**src/rtl/bcd_countdown_mmss.sv**
```systemverilog
// bcd_countdown_mmss: preset BCD mm:ss down-counter with run/pause/done control,
// combinational borrow-out and registered done/err pulses.
module bcd_countdown_mmss #(
    parameter bit AUTO_RELOAD = 1'b0
) (
    input  logic        clk,
    input  logic        reset,
    input  logic        tick,
    input  logic        load,
    input  logic [15:0] data,
    input  logic        start,
    input  logic        pause,
    output logic [15:0] qout,
    output logic [1:0]  state,
    output logic        bout,
    output logic        done,
    output logic        err
);
    typedef enum logic [1:0] {IDLE = 2'b00, RUN = 2'b01, PAUSE = 2'b10, DONE = 2'b11} state_t;
    state_t      r_state;
    logic [15:0] r_q;
    logic [15:0] r_preset;
    logic        r_done;
    logic        r_err;
    logic [15:0] w_dec;
    logic        w_valid;
    logic        w_b0;
    logic        w_b1;
    logic        w_b2;
    logic        w_reload;
    assign w_valid = (data[15:12] <= 4'd5) && (data[11:8] <= 4'd9) &&
                     (data[7:4] <= 4'd5) && (data[3:0] <= 4'd9);
    // Borrow ripples upward only through digits that are already zero.
    assign w_b0 = (r_q[3:0] == 4'd0);
    assign w_b1 = w_b0 && (r_q[7:4] == 4'd0);
    assign w_b2 = w_b1 && (r_q[11:8] == 4'd0);
    assign w_dec[3:0]   = w_b0 ? 4'd9 : r_q[3:0] - 4'd1;
    assign w_dec[7:4]   = !w_b0 ? r_q[7:4] : (r_q[7:4] == 4'd0 ? 4'd5 : r_q[7:4] - 4'd1);
    assign w_dec[11:8]  = !w_b1 ? r_q[11:8] : (r_q[11:8] == 4'd0 ? 4'd9 : r_q[11:8] - 4'd1);
    assign w_dec[15:12] = !w_b2 ? r_q[15:12] : r_q[15:12] - 4'd1;
    assign w_reload = AUTO_RELOAD && (r_preset != 16'h0000);
    assign bout  = (r_state == RUN) & tick & (r_q == 16'h0001) & ~load & ~pause & ~reset;
    assign qout  = r_q;
    assign state = r_state;
    assign done  = r_done;
    assign err   = r_err;
    always_ff @(posedge clk) begin
        if (reset) begin
            r_q      <= 16'h0000;
            r_preset <= 16'h0000;
            r_state  <= IDLE;
            r_done   <= 1'b0;
            r_err    <= 1'b0;
        end else begin
            r_done <= 1'b0;
            r_err  <= 1'b0;
            if (load) begin
                if (w_valid) begin
                    r_q      <= data;
                    r_preset <= data;
                    r_state  <= IDLE;
                end else begin
                    r_err <= 1'b1;
                end
            end else if (pause) begin
                if (r_state == RUN) r_state <= PAUSE;
            end else if (r_state == IDLE) begin
                if (start && r_q != 16'h0000) r_state <= RUN;
            end else if (r_state == PAUSE) begin
                if (start) r_state <= RUN;
            end else if (r_state == RUN && tick && r_q != 16'h0000) begin
                if (r_q == 16'h0001) begin
                    r_done  <= 1'b1;
                    r_q     <= w_reload ? r_preset : 16'h0000;
                    r_state <= w_reload ? RUN : DONE;
                end else begin
                    r_q <= w_dec;
                end
            end
        end
    end
endmodule
```
**config.mk**
```make
export PLATFORM = sky130hd
export DESIGN_NAME = bcd_countdown_mmss
export DESIGN_NICKNAME = d
export VERILOG_FILES = /design/src/rtl/bcd_countdown_mmss.sv
export SDC_FILE = /design/constraint.sdc
export NUM_CORES = 1
export LEC_CHECK = 0
export ABC_AREA = 1
export CORE_MARGIN = 2
export CORE_UTILIZATION = 25
export CTS_CLUSTER_DIAMETER = 120
export DETAILED_ROUTE_END_ITERATION = 12
export HOLD_SLACK_MARGIN = 0.06
export PLACE_DENSITY_LB_ADDON = 0.25
export SYNTH_ARGS = -nofsm -noshare
export SYNTH_HDL_FRONTEND = slang
export SYNTH_SLANG_ARGS = --single-unit
```
**constraint.sdc**
```tcl
create_clock -name clk -period 2.4 [get_ports clk]
set_clock_uncertainty 0.15 [all_clocks]
set_input_delay 0.24 -clock clk [delete_from_list [all_inputs] [get_ports clk]]
set_output_delay 0.24 -clock clk [all_outputs]
set_load 0.005 [all_outputs]
```
; ---- Yosys cells after proc, flatten, opt, wreduce, memory -nomap -nowiden
; Cells that the tools add are included.
[totals]
memories = 0
ramBits = 0
in_bits = 22
wordCells = 85
mem_bits_ro = 0
latch_bits = 0
reg_bits = 20
output_inout_bits = 21
[classes]
addsub = 4
bitwise_logic = 9
multipliers = 0
shift = 0
mux = 25
div_mod_pow = 0
order_cmp = 4
n_eq_ne = 10
n_reduce_logical = 26
[op_table]
columns = cell, n
row1 = 2-to-1 mux 16 bit, 7
row2 = 2-to-1 mux 4 bit, 6
row3 = AND reduction 6 bit, 4
row4 = 2-to-1 mux 2 bit, 10
row5 = == test 16 x 1 -> 1 bit (second input constant), 1
row6 = nonzero test 16 bit, 1
row7 = subtractor 4 x 1 -> 4 bit (second input constant), 4
row8 = logical NOT 4 bit, 3
row9 = nonzero test 5 bit, 2
row10 = nonzero test 3 bit, 3
row11 = less-or-equal comparator 4 x 3 -> 1 bit (second input constant), 2
row12 = less-or-equal comparator 4 bit (second input constant), 2
row13 = logical AND 1 bit, 8
row14 = != test 2 bit (second input constant), 3
row15 = OR reduction 6 bit, 1
row16 = bitwise AND 1 bit, 5
row17 = != test 5 bit (second input constant), 1
row18 = AND reduction 5 bit, 1
row19 = != test 4 x 3 -> 1 bit (second input constant), 1
row20 = NOT 1 bit, 4
row21 = != test 3 x 2 -> 1 bit (second input constant), 1
row22 = == test 2 x 1 -> 1 bit (second input constant), 1
row23 = == test 2 bit (second input constant), 1
row24 = logical NOT 2 bit, 1
row25 = other kinds (4), 5

; ---- Longest topological paths before layout
; Gate-level depths: netlist (run 1).
[depth]
word_depth = 10
mapped_depth = 12
depth_no_buf = 12

; ---- Worst setup path after synthesis (run 1)
; OpenSTA, ideal clock, no wires.
[synth_timing]
kind = register to register
start = reg r_q[4], in the netlist qout[4]
end = reg r_q[12], in the netlist qout[12]
n_path_buf = 1
period_less_slack_ns = 1.809
stages_incl_launch_ff = 13
required_time_ns = 2.137
setup_time_ns = 0.113
path_slack_ns = 0.591
t_arrival_ns = 1.546
path_cell_list = dfxtp_1 > inv_1 > ha_1 > nand2_4 > nor2_4 > nand2_4 > nand2_4 > or2_1 > buf_6 > nand3_4 > nand2_1 > nand2_1 > nor2_1
[synth_via]
elab_chain_cells = 7
elab_cells_between_ends = 15
cone_classes = eq/ne: 1 / mux: 6 / reduce/logical: 8
[synth_rtl]
columns = element, line
row1 = start: declaration, 21  ; logic [15:0] r_q;
row2 = start signal: assignment, 59  ; r_q <= data;
row3 = start signal: assignment, 74  ; r_q <= w_reload ? r_preset : 16'h0000;
row4 = start signal: assignment, 77  ; r_q <= w_dec;
row5 = == test 16 x 1 -> 1 bit, 72  ; if (r_q == 16'h0001) begin
row6 = 2-to-1 mux 16 bit, 72
row7 = 2-to-1 mux 16 bit, 71  ; end else if (r_state == RUN && tick && r_q != 16'h0000) begin
row8 = 2-to-1 mux 16 bit, 69  ; end else if (r_state == PAUSE) begin
row9 = 2-to-1 mux 16 bit, 67  ; end else if (r_state == IDLE) begin
row10 = 2-to-1 mux 16 bit, 65  ; end else if (pause) begin
row11 = 2-to-1 mux 16 bit, 57  ; if (load) begin
; Several ways; a longest one is shown, not always the timed one. The select of a mux whose other input is x is not followed.
; A chain may end at the register's enable or synchronous reset.

; ---- Final worst setup path (run 1)
[layout_timing]
start = reg r_q[8], in the netlist qout[8]
end = reg r_q[11], in the netlist qout[11]
[layout_via]
elab_chain_cells = 9
elab_cells_between_ends = 16
cone_classes = add/sub: 1 / eq/ne: 1 / mux: 8 / reduce/logical: 6
[layout_rtl]
columns = element, line
row1 = subtractor 4 x 1 -> 4 bit / logical NOT 4 bit (equally long branches), 39  ; assign w_dec[11:8] = !w_b1 ? r_q[11:8] : (r_q[11:8] == 4'd0 ? 4'd9 : r_q[11:8] - 4'd1);
row2 = 2-to-1 mux 4 bit (2 in a row), 39
row3 = 2-to-1 mux 16 bit, 72
row4 = 2-to-1 mux 16 bit, 71
row5 = 2-to-1 mux 16 bit, 69
row6 = 2-to-1 mux 16 bit, 67
row7 = 2-to-1 mux 16 bit, 65
row8 = 2-to-1 mux 16 bit, 57
; Several ways; a longest one is shown, not always the timed one. The select of a mux whose other input is x is not followed.

==> metrics, run 1 <==
largest net degree at the start of global routing=22; mean post-synth cell area=roughly 6.6 sq um; crit share post-route=0.849; DR vias=approximately 1,500; Max Root-Sink Buffers=2; Comb pwr share=0.249; vias in the first global route=around 1,500; Die Y=between 80 and 90 um; Worst path most repeated cell=nand2_4; TritonCTS clock tree=built; Compound-Gate Fraction of Synth Area=0.150; Post-synth top cells=nand2_1 (53), nor2_1 (28), inv_1 (26); pwr dens=slightly above 400 nW/um^2; wirelength, routed=around 4200 um; maximum vdd ir drop=206 uV; internal reg-to-reg setup slack=0.36 ns; Tot Pwr=0.828 mW; slowest CP cell=dfxtp_1; Setup Fix Bufs, Post-CTS=0; clk slew on worst S/H paths=around 0.08 ns; post-synthesis sequential area ratio=0.274; Setup TNS=0 ns; CP Class=register to register; actual slew at the worst max-slew pin=0.508 ns; met3 WL=approximately 250 um; wire per inst=12.2 um; worst skew pair latency=approximately 0.27 ns; DRT Pass-1 Iters=5; fin. max-slew vios=0; Ports=43; mux share of post-synthesis cell area=0; final hold violations=0; WHS Path Cells=2; first-pass GRT wire length=roughly 6900 um; Hold Path End=qout[8]$_SDFFE_PP0P_; H-Tree Level Count=1; post-synthesis net count=252; Hold Path Origin=qout[8]$_SDFFE_PP0P_; leading post-synthesis cells by cell area=dfxtp_1 (27%), nand2_1 (14%), nor2_1 (7.2%); end of the worst register-to-register path=qout[11]$_SDFFE_PP0P_; Yosys top cell area share=0.274; RSZ-0062 raised after global routing=false; Met1 Wirelength=about 2000 um; Worst Path Required=~2.4 ns; initial drt markers=~60; die width=80.5 um; switch share=0.295; nature of the critical path startpoint=register; Initial Util=0.262; number of synthesized flops with an enable pin=0; fill count=618; outcome=finished, final reports clean; Max Used Layer=met4; Post-synth top flop=dfxtp_1; worst-case reg-to-reg path depth=10; most common cell in the netlist=nand2_1; Layout Nets=298; Pleak=roughly 0.88 nW; Yosys warnings=0; CP Capture Type=register; CP peak stage delay=0.33 ns; Yosys top cell by area=dfxtp_1; P_int=0.584 mW; initial antenna violation count=0; slew margin rel.=0.661; Post-Syn Area=about 1500 sq um; placed cells=around 340; DRC violations left=0; antenna-violating nets left=0; # diodes=0; CP Max Fanout=10; CTS hold repair buffers=0; Num CTS Buffers=3; Synth Area in XOR/XNOR=0.0420; row count=27; largest family of logic cells by synthesized area=simple AND/OR/NAND/NOR gates; Clk pwr share=0.326; hpwl dp=between 3000 and 4000 um; post-synthesis cell type count=28; clk root buf=clkbuf_8; Tmin final=~2 ns; Buffers on Ports=42; fmax=~0.49 GHz; #FFs+latches synth=20; worst min path class=register to register; non-filler cells, final=between 300 and 400; Synth Area in Simple Gates=0.378; ordered list of cells on the worst path=inv_1 > ha_1 > nand2_1 > nor2_4 > nand2_4 > nand2_4 > or2_1 > nand2_2 > o21ai_0 > nor2_1; layout cell share with drive strength beyond 1=0.0896; Core Area=roughly 5600 sq um; Syn Inst Count=around 220; crit path DAT=just over 2 ns; post-synthesis adder-cell area fraction=0.0599; reg-to-reg startpoint=qout[8]$_SDFFE_PP0P_; Via density=4.55; final setup fails=0; met2 routed WL=1890 um; Die ar.=6470 sq um; global route overflow=0; RD Place Congestion=just over 0.8; sequential power share=0.425; number of clock sinks=20; asr flop ratio synth=0; max_cap viols=0; switching pwr=0.244 mW; synth-to-layout area growth=39.0%; All-Layer GR Usage=0.136
## worst max-delay path, delay by kind of cell (launching register included)
family	cells	cell delay [ns]
simple gates	7	1.00
flops	1	0.33
compound gates	1	0.18
fa+ha+maj	1	0.16
buf+inv	1	0.11
## cell usage in the layout, fill, tap and decap left out, types with 2 or more instances in the layout
master,n
nor2_4,3
nand2_1,53
o21ai_0,20
nand4_1,3
nand3_1,15
a21oi_1,16
clkbuf_8,4
buf_4,4
nand2_4,5
clkdlybuf4s50_1,41
xor2_1,5
ha_1,7
nor3_1,2
xnor2_1,2
inv_1,26
dfxtp_1,20
nor2_1,28
nand2_2,2
inv_2,2
## repair_timing
| item | CTS | global route |
|---|---|---|
| hold endpoints to repair | 0 | 0 |
| endpoints found under the setup margin | 1 | 1 |
| pin swaps | 0 | 0 |
| gates resized for setup | 1 | 1 |
## area by class of cell
type / instances / area [sq um] / area share
clock buffers: 4 / 55.1 / 0.0271
inverters: 28 / 105 / 0.0518
multi-input cells: 170 / 927 / 0.457
flip-flops and latches: 20 / 400 / 0.197
well taps: 72 / 90.1 / 0.0444
repair buffers: 46 / 453 / 0.223
## per-layer routing
layer / up-vias / GRT usage
met1: 691 / 0.181
li1: 807 / -
met3: 5 / 0.0360
met4: 0 / 0.0305
met5: - / 0
met2: 43 / 0.219
## through the flow
stage	setup WS (ns)	util	hold slack, ns	instance area, sq um
2_1_floorplan	0.591	-	0.270	1460
3_3_place_gp	0.312	0.353	0.324	1970
3_5_place_dp	0.288	0.353	0.323	1970
4_1_cts	0.0290	0.364	0.344	2030
5_1_grt	0.138	0.364	0.368	2030
6_report	0.363	0.364	0.343	2030
## how the worst max path moves through the flow
stage / slack, ns / to / cells after the start / start
after floorplan: 0.59 / qout[12]$_SDFFE_PP0P_ / 12 / qout[4]$_SDFFE_PP0P_
after global placement: 0.31 / bout / 7 / qout[4]$_SDFFE_PP0P_
after detailed placement: 0.29 / bout / 7 / qout[4]$_SDFFE_PP0P_
after CTS: 0.03 / bout / 7 / qout[12]$_SDFFE_PP0P_
after global routing: 0.14 / qout[13]$_SDFFE_PP0P_ / 11 / qout[12]$_SDFFE_PP0P_
final: 0.36 / qout[11]$_SDFFE_PP0P_ / 10 / qout[8]$_SDFFE_PP0P_
## power groups by stage
stage	Sequential, mW	Clock, mW	Combinational [mW]
2_1_floorplan	0.358	0	0.121
3_3_place_gp	0.359	0	0.205
3_5_place_dp	0.359	0	0.205
4_1_cts	0.352	0.285	0.207
5_1_grt	0.353	0.292	0.232
6_report	0.352	0.270	0.206
## state kept, by name (all words and copies together) (netlist names)
register	cells
err	1
done	1
state	2
qout	16
## logic make-up (layout without fill, tap and decap cells)
| family | Yosys count | count (layout) |
|---|---|---|
| buf+inv | 33 | 78 |
| xor+xnor | 7 | 7 |
| simple gates | 116 | 116 |
| fa+ha+maj | 7 | 7 |
| compound gates | 40 | 40 |
| flops | 20 | 20 |
No activity file was read; power rests on OpenSTA's default activity.
==> run 2, diff against run 1 <==
Clock period 2.4 ns to 2.15 ns, I/O delays scaled along.
==> metrics, run 2 (synthesis results as in run 1) <==
maximum vdd ir drop=between 200 and 300 uV; most frequent cells in the layout=nand2_1 (53), clkdlybuf4s50_1 (41), nor2_1 (28); final setup fails=0; row count=27; max FFs per register=16; clk root buf=clkbuf_8; slowest CP cell=dfxtp_1; Ports=between 40 and 50; largest net degree at the start of global routing=22; CP Buf/Inv Count=2; first-pass GRT wire length=slightly below 7000 um; worst skew pair latency=0.26 ns; Buffers on Ports=42; final instance area=~2100 sq um; worst min path class=register to register; crit path DAT=~1.6 ns; final hold violations=0; max_cap viols=0; Area after DPL=2000 sq um; TritonCTS clock tree=built; Worst Path Required=approximately 1.8 ns; H-Tree Level Count=1; ordered list of cells on the worst path=inv_1 > ha_1 > nand3_1 > nor2_4 > nand2_4 > nor4_2 > dlygate4sd2_1; slew margin rel.=0.788; RSZ-0062 raised after global routing=false; CTS hold repair buffers=0; internal reg-to-reg setup slack=roughly 0.18 ns; CP Capture Type=output port; CP Class=register to output port; DRC violations left=0; layout cell share with drive strength beyond 1=0.110; Tmin final=2.00 ns; Via density=~4.4; Setup TNS=0 ns; Pleak=slightly below 0.9 nW; global route overflow=0; delay-heaviest family, CP=simple AND/OR/NAND/NOR gates; wirelength, routed=around 4000 um; clk slew on worst S/H paths=around 0.080 ns; hpwl dp=3140 um; Num CTS Buffers=3; synth-to-layout area growth=42.3%; Initial Util=0.262; RD Place Congestion=between 0.8 and 0.9; Die Y=approximately 80 um; outcome=finished, final reports clean; Layout Nets=between 300 and 400; die width=approximately 80 um; nature of the critical path startpoint=register; wire per inst=approximately 12 um; CP peak stage delay=between 0.3 and 0.4 ns; crit share post-route=0.932; fin. max-slew vios=0; Setup WS post-layout=roughly 0.15 ns; area of the multi-input gates=about 930 sq um; pwr dens=448 nW/um^2; commonest non-fill, non-tap cell in the layout=nand2_1; initial antenna violation count=0; Tot Pwr=around 0.93 mW; initial drt markers=54; # diodes=0; vias in the first global route=around 1,400; FF+latch area=between 400 and 500 sq um; DR vias=1,529; Core Area=about 5600 sq um; number of clock sinks=20; All-Layer GR Usage=0.134; Max Root-Sink Buffers=2; pre-CTS WS=a little over 0.07 ns; fmax=about 0.50 GHz; fill count=between 600 and 700; antenna-violating nets left=0; DRT Pass-1 Iters=4; actual slew at the worst max-slew pin=roughly 0.32 ns; CP Max Fanout=6; Die ar.=between 6000 and 7000 sq um
-- run 2: final timing paths --
path	from	cells past startpoint	end
setup / recovery	qout[12]$_SDFFE_PP0P_	7	bout
hold / removal	qout[8]$_SDFFE_PP0P_	2	qout[8]$_SDFFE_PP0P_
setup reg to reg	qout[12]$_SDFFE_PP0P_	10	qout[11]$_SDFFE_PP0P_
hold reg to reg	qout[8]$_SDFFE_PP0P_	2	qout[8]$_SDFFE_PP0P_
-- run 2: power by group --
part           total, mW  switching, mW  internal [mW]
Combinational      0.235          0.123          0.112
Clock              0.304          0.141          0.163
Sequential         0.392         0.0107          0.381
Total              0.931          0.274          0.657
-- run 2: per-layer routing --
metal / routed length [um] / GRT usage / vias to the layer above
met5: 0 / 0 / -
met4: 23 / 0.0305 / 0
met3: 218 / 0.0315 / 2
met2: 1760 / 0.201 / 39
met1: 2090 / 0.192 / 672
li1: - / - / 816
-- run 2: per-stage QoR --
step           instances  utilization  hold WS [ns]
2_1_floorplan        223            -         0.245
3_3_place_gp         340        0.358         0.328
3_5_place_dp         340        0.358         0.324
4_1_cts              344        0.369         0.346
5_1_grt              345        0.373         0.370
6_report             345        0.373         0.351
-- run 2: timing repair --
action / in CTS / in global routing
pin swaps: 0 / 1
buffers inserted: 0 / 1
endpoints found under the setup margin: 1 / 9
resized for setup: 3 / 0
-- run 2: cell type report --
type,instances,area share
multi-input combinational,170,0.447
clock buffer,4,0.0265
inverter,28,0.0505
timing repair buffer,51,0.240
sequential,20,0.193
tap,72,0.0433
-- run 2: worst min-delay path: cells and delay by family (launching register included) --
family	cells	cell delay [ns]
flip-flops	1	0.34
AND/OR/NAND/NOR	1	0.07
AO/OA/AOI/OAI	1	0.05
==> run 3, diff against run 2 <==
Settings changed: REMOVE_ABC_BUFFERS from default to 1.
==> metrics, run 3 (synthesis results as in run 1) <==
outcome=finished, final reports clean; crit share post-route=0.918; Worst path most repeated cell=nand2_2; Die ar.=around 6500 sq um; slowest CP cell=dfxtp_1; RSZ-0062 raised after global routing=false; initial drt markers=48; CTS hold repair buffers=0; worst-case reg-to-reg path depth=11; fmax=~0.5 GHz; commonest non-fill, non-tap cell in the layout=nand2_1; final setup fails=0; maximum vdd ir drop=roughly 270 uV; wirelength, routed=between 4000 and 5000 um; crit path DAT=~2.0 ns; Tmin final=around 2.0 ns; ordered list of cells on the worst path=inv_1 > ha_1 > nand3_1 > nor2_2 > nand2_2 > nand2_4 > o21ai_4 > buf_4 > nand2_2 > o21ai_0 > nor2_1; internal reg-to-reg setup slack=0.18 ns; reg-to-reg startpoint=qout[0]$_SDFFE_PP0P_; stages on the worst setup path=11; row count=27; Buffers on Ports=42; final instance area=about 2100 sq um; fin. max-slew vios=0; wire per inst=11.8 um; largest net degree at the start of global routing=22; CP Buf/Inv Count=2; clk root buf=clkbuf_8; worst min path class=register to register; Max Root-Sink Buffers=2; layout cell share with drive strength beyond 1=0.144; Die Y=roughly 80 um; DRC violations left=0; final hold violations=0; die width=between 80 and 90 um; Worst Path Required=2.17 ns; Crit. Startpoint=qout[0]$_SDFFE_PP0P_; crit path to=qout[11]$_SDFFE_PP0P_; H-Tree Level Count=1; clk slew on worst S/H paths=about 0.08 ns; CP Capture Type=register; Via density=roughly 4.4; worst skew pair latency=roughly 0.27 ns; Area after DPL=2060 sq um; Layout Nets=314; pre-CTS WS=0.0900 ns; synth-to-layout area growth=47.1%; delay-heaviest family, CP=simple AND/OR/NAND/NOR gates; nature of the critical path startpoint=register; # diodes=0; CP Class=register to register; CP Max Fanout=5; RD Place Congestion=between 0.8 and 0.9; end of the worst register-to-register path=qout[11]$_SDFFE_PP0P_; actual slew at the worst max-slew pin=around 0.28 ns; Setup WS post-layout=about 0.18 ns; Tot Pwr=0.938 mW; Ports=43; DRT Pass-1 Iters=4; max_cap viols=0; global route overflow=0; TritonCTS clock tree=built; CP peak stage delay=just under 0.4 ns; vias in the first global route=around 1,400; fill count=between 600 and 700; max FFs per register=16; slew margin rel.=0.810; Initial Util=0.262; hpwl dp=between 3000 and 4000 um; first-pass GRT wire length=6730 um; Num CTS Buffers=3; DR vias=about 1,600; pwr dens=436 nW/um^2; Setup TNS=0 ns; antenna-violating nets left=0; Pleak=0.947 nW; number of clock sinks=20; Core Area=around 5600 sq um; initial antenna violation count=0; All-Layer GR Usage=0.134; Hold WS=0.342 ns; most frequent cells in the layout=nand2_1 (53), clkdlybuf4s50_1 (41), nor2_1 (28)
## run 3: changes by cell type in the layout (fill, tap and decap cells not counted), sizes merged
cell / before / now
buf: 9 / 20
## run 3: metal layers
metal,global-route usage,part of all wire
met3,0.0270,0.054
met2,0.220,0.44
met5,0,0
met4,0.0356,0.0093
met1,0.178,0.50
## run 3: timing repair
item	in CTS	in global routing
resized for setup	2	1
setup buffers	0	4
setup endpoints to repair	1	8
hold endpoints to repair	0	0
pin swaps	0	1
## run 3: power breakdown
part	leakage, nW	switching [mW]	internal, mW
registers	0.162	0.0100	0.381
clock network	0.0288	0.137	0.163
logic	0.756	0.127	0.119
## run 3: metrics by stage
stage / instances / util
CTS: 352 / 0.380
global route: 356 / 0.386
global placement: 348 / 0.369
detailed placement: 348 / 0.369
floorplan: 218 / -
finish: 356 / 0.386
## run 3: worst reg2reg max path: stages (launching register included)
cell     delay [ns]
dfxtp_1        0.39
inv_1          0.10
ha_1           0.24
nand3_1        0.12
nor2_2         0.06
nand2_2        0.11
nand2_4        0.09
o21ai_4        0.17
buf_4          0.16
nand2_2        0.07
o21ai_0        0.17
nor2_1         0.05
## run 3: area by class of cell
type                    count  area [sq um]  area share
multi-input cells         170           930       0.432
clock buffers               4          55.1      0.0256
well taps                  72          90.1      0.0419
inverters                  28           105      0.0489
flip-flops and latches     20           400       0.186
repair buffers             62           569       0.265
## run 3: worst min path at each step
stage / start / endpoint / cells after the start
floorplan: reset / qout[4]$_SDFFE_PP0P_ / 1
global placement: qout[8]$_SDFFE_PP0P_ / qout[8]$_SDFFE_PP0P_ / 2
detailed placement: qout[8]$_SDFFE_PP0P_ / qout[8]$_SDFFE_PP0P_ / 2
CTS: qout[8]$_SDFFE_PP0P_ / qout[8]$_SDFFE_PP0P_ / 2
global route: qout[8]$_SDFFE_PP0P_ / qout[8]$_SDFFE_PP0P_ / 2
finish: qout[8]$_SDFFE_PP0P_ / qout[8]$_SDFFE_PP0P_ / 2
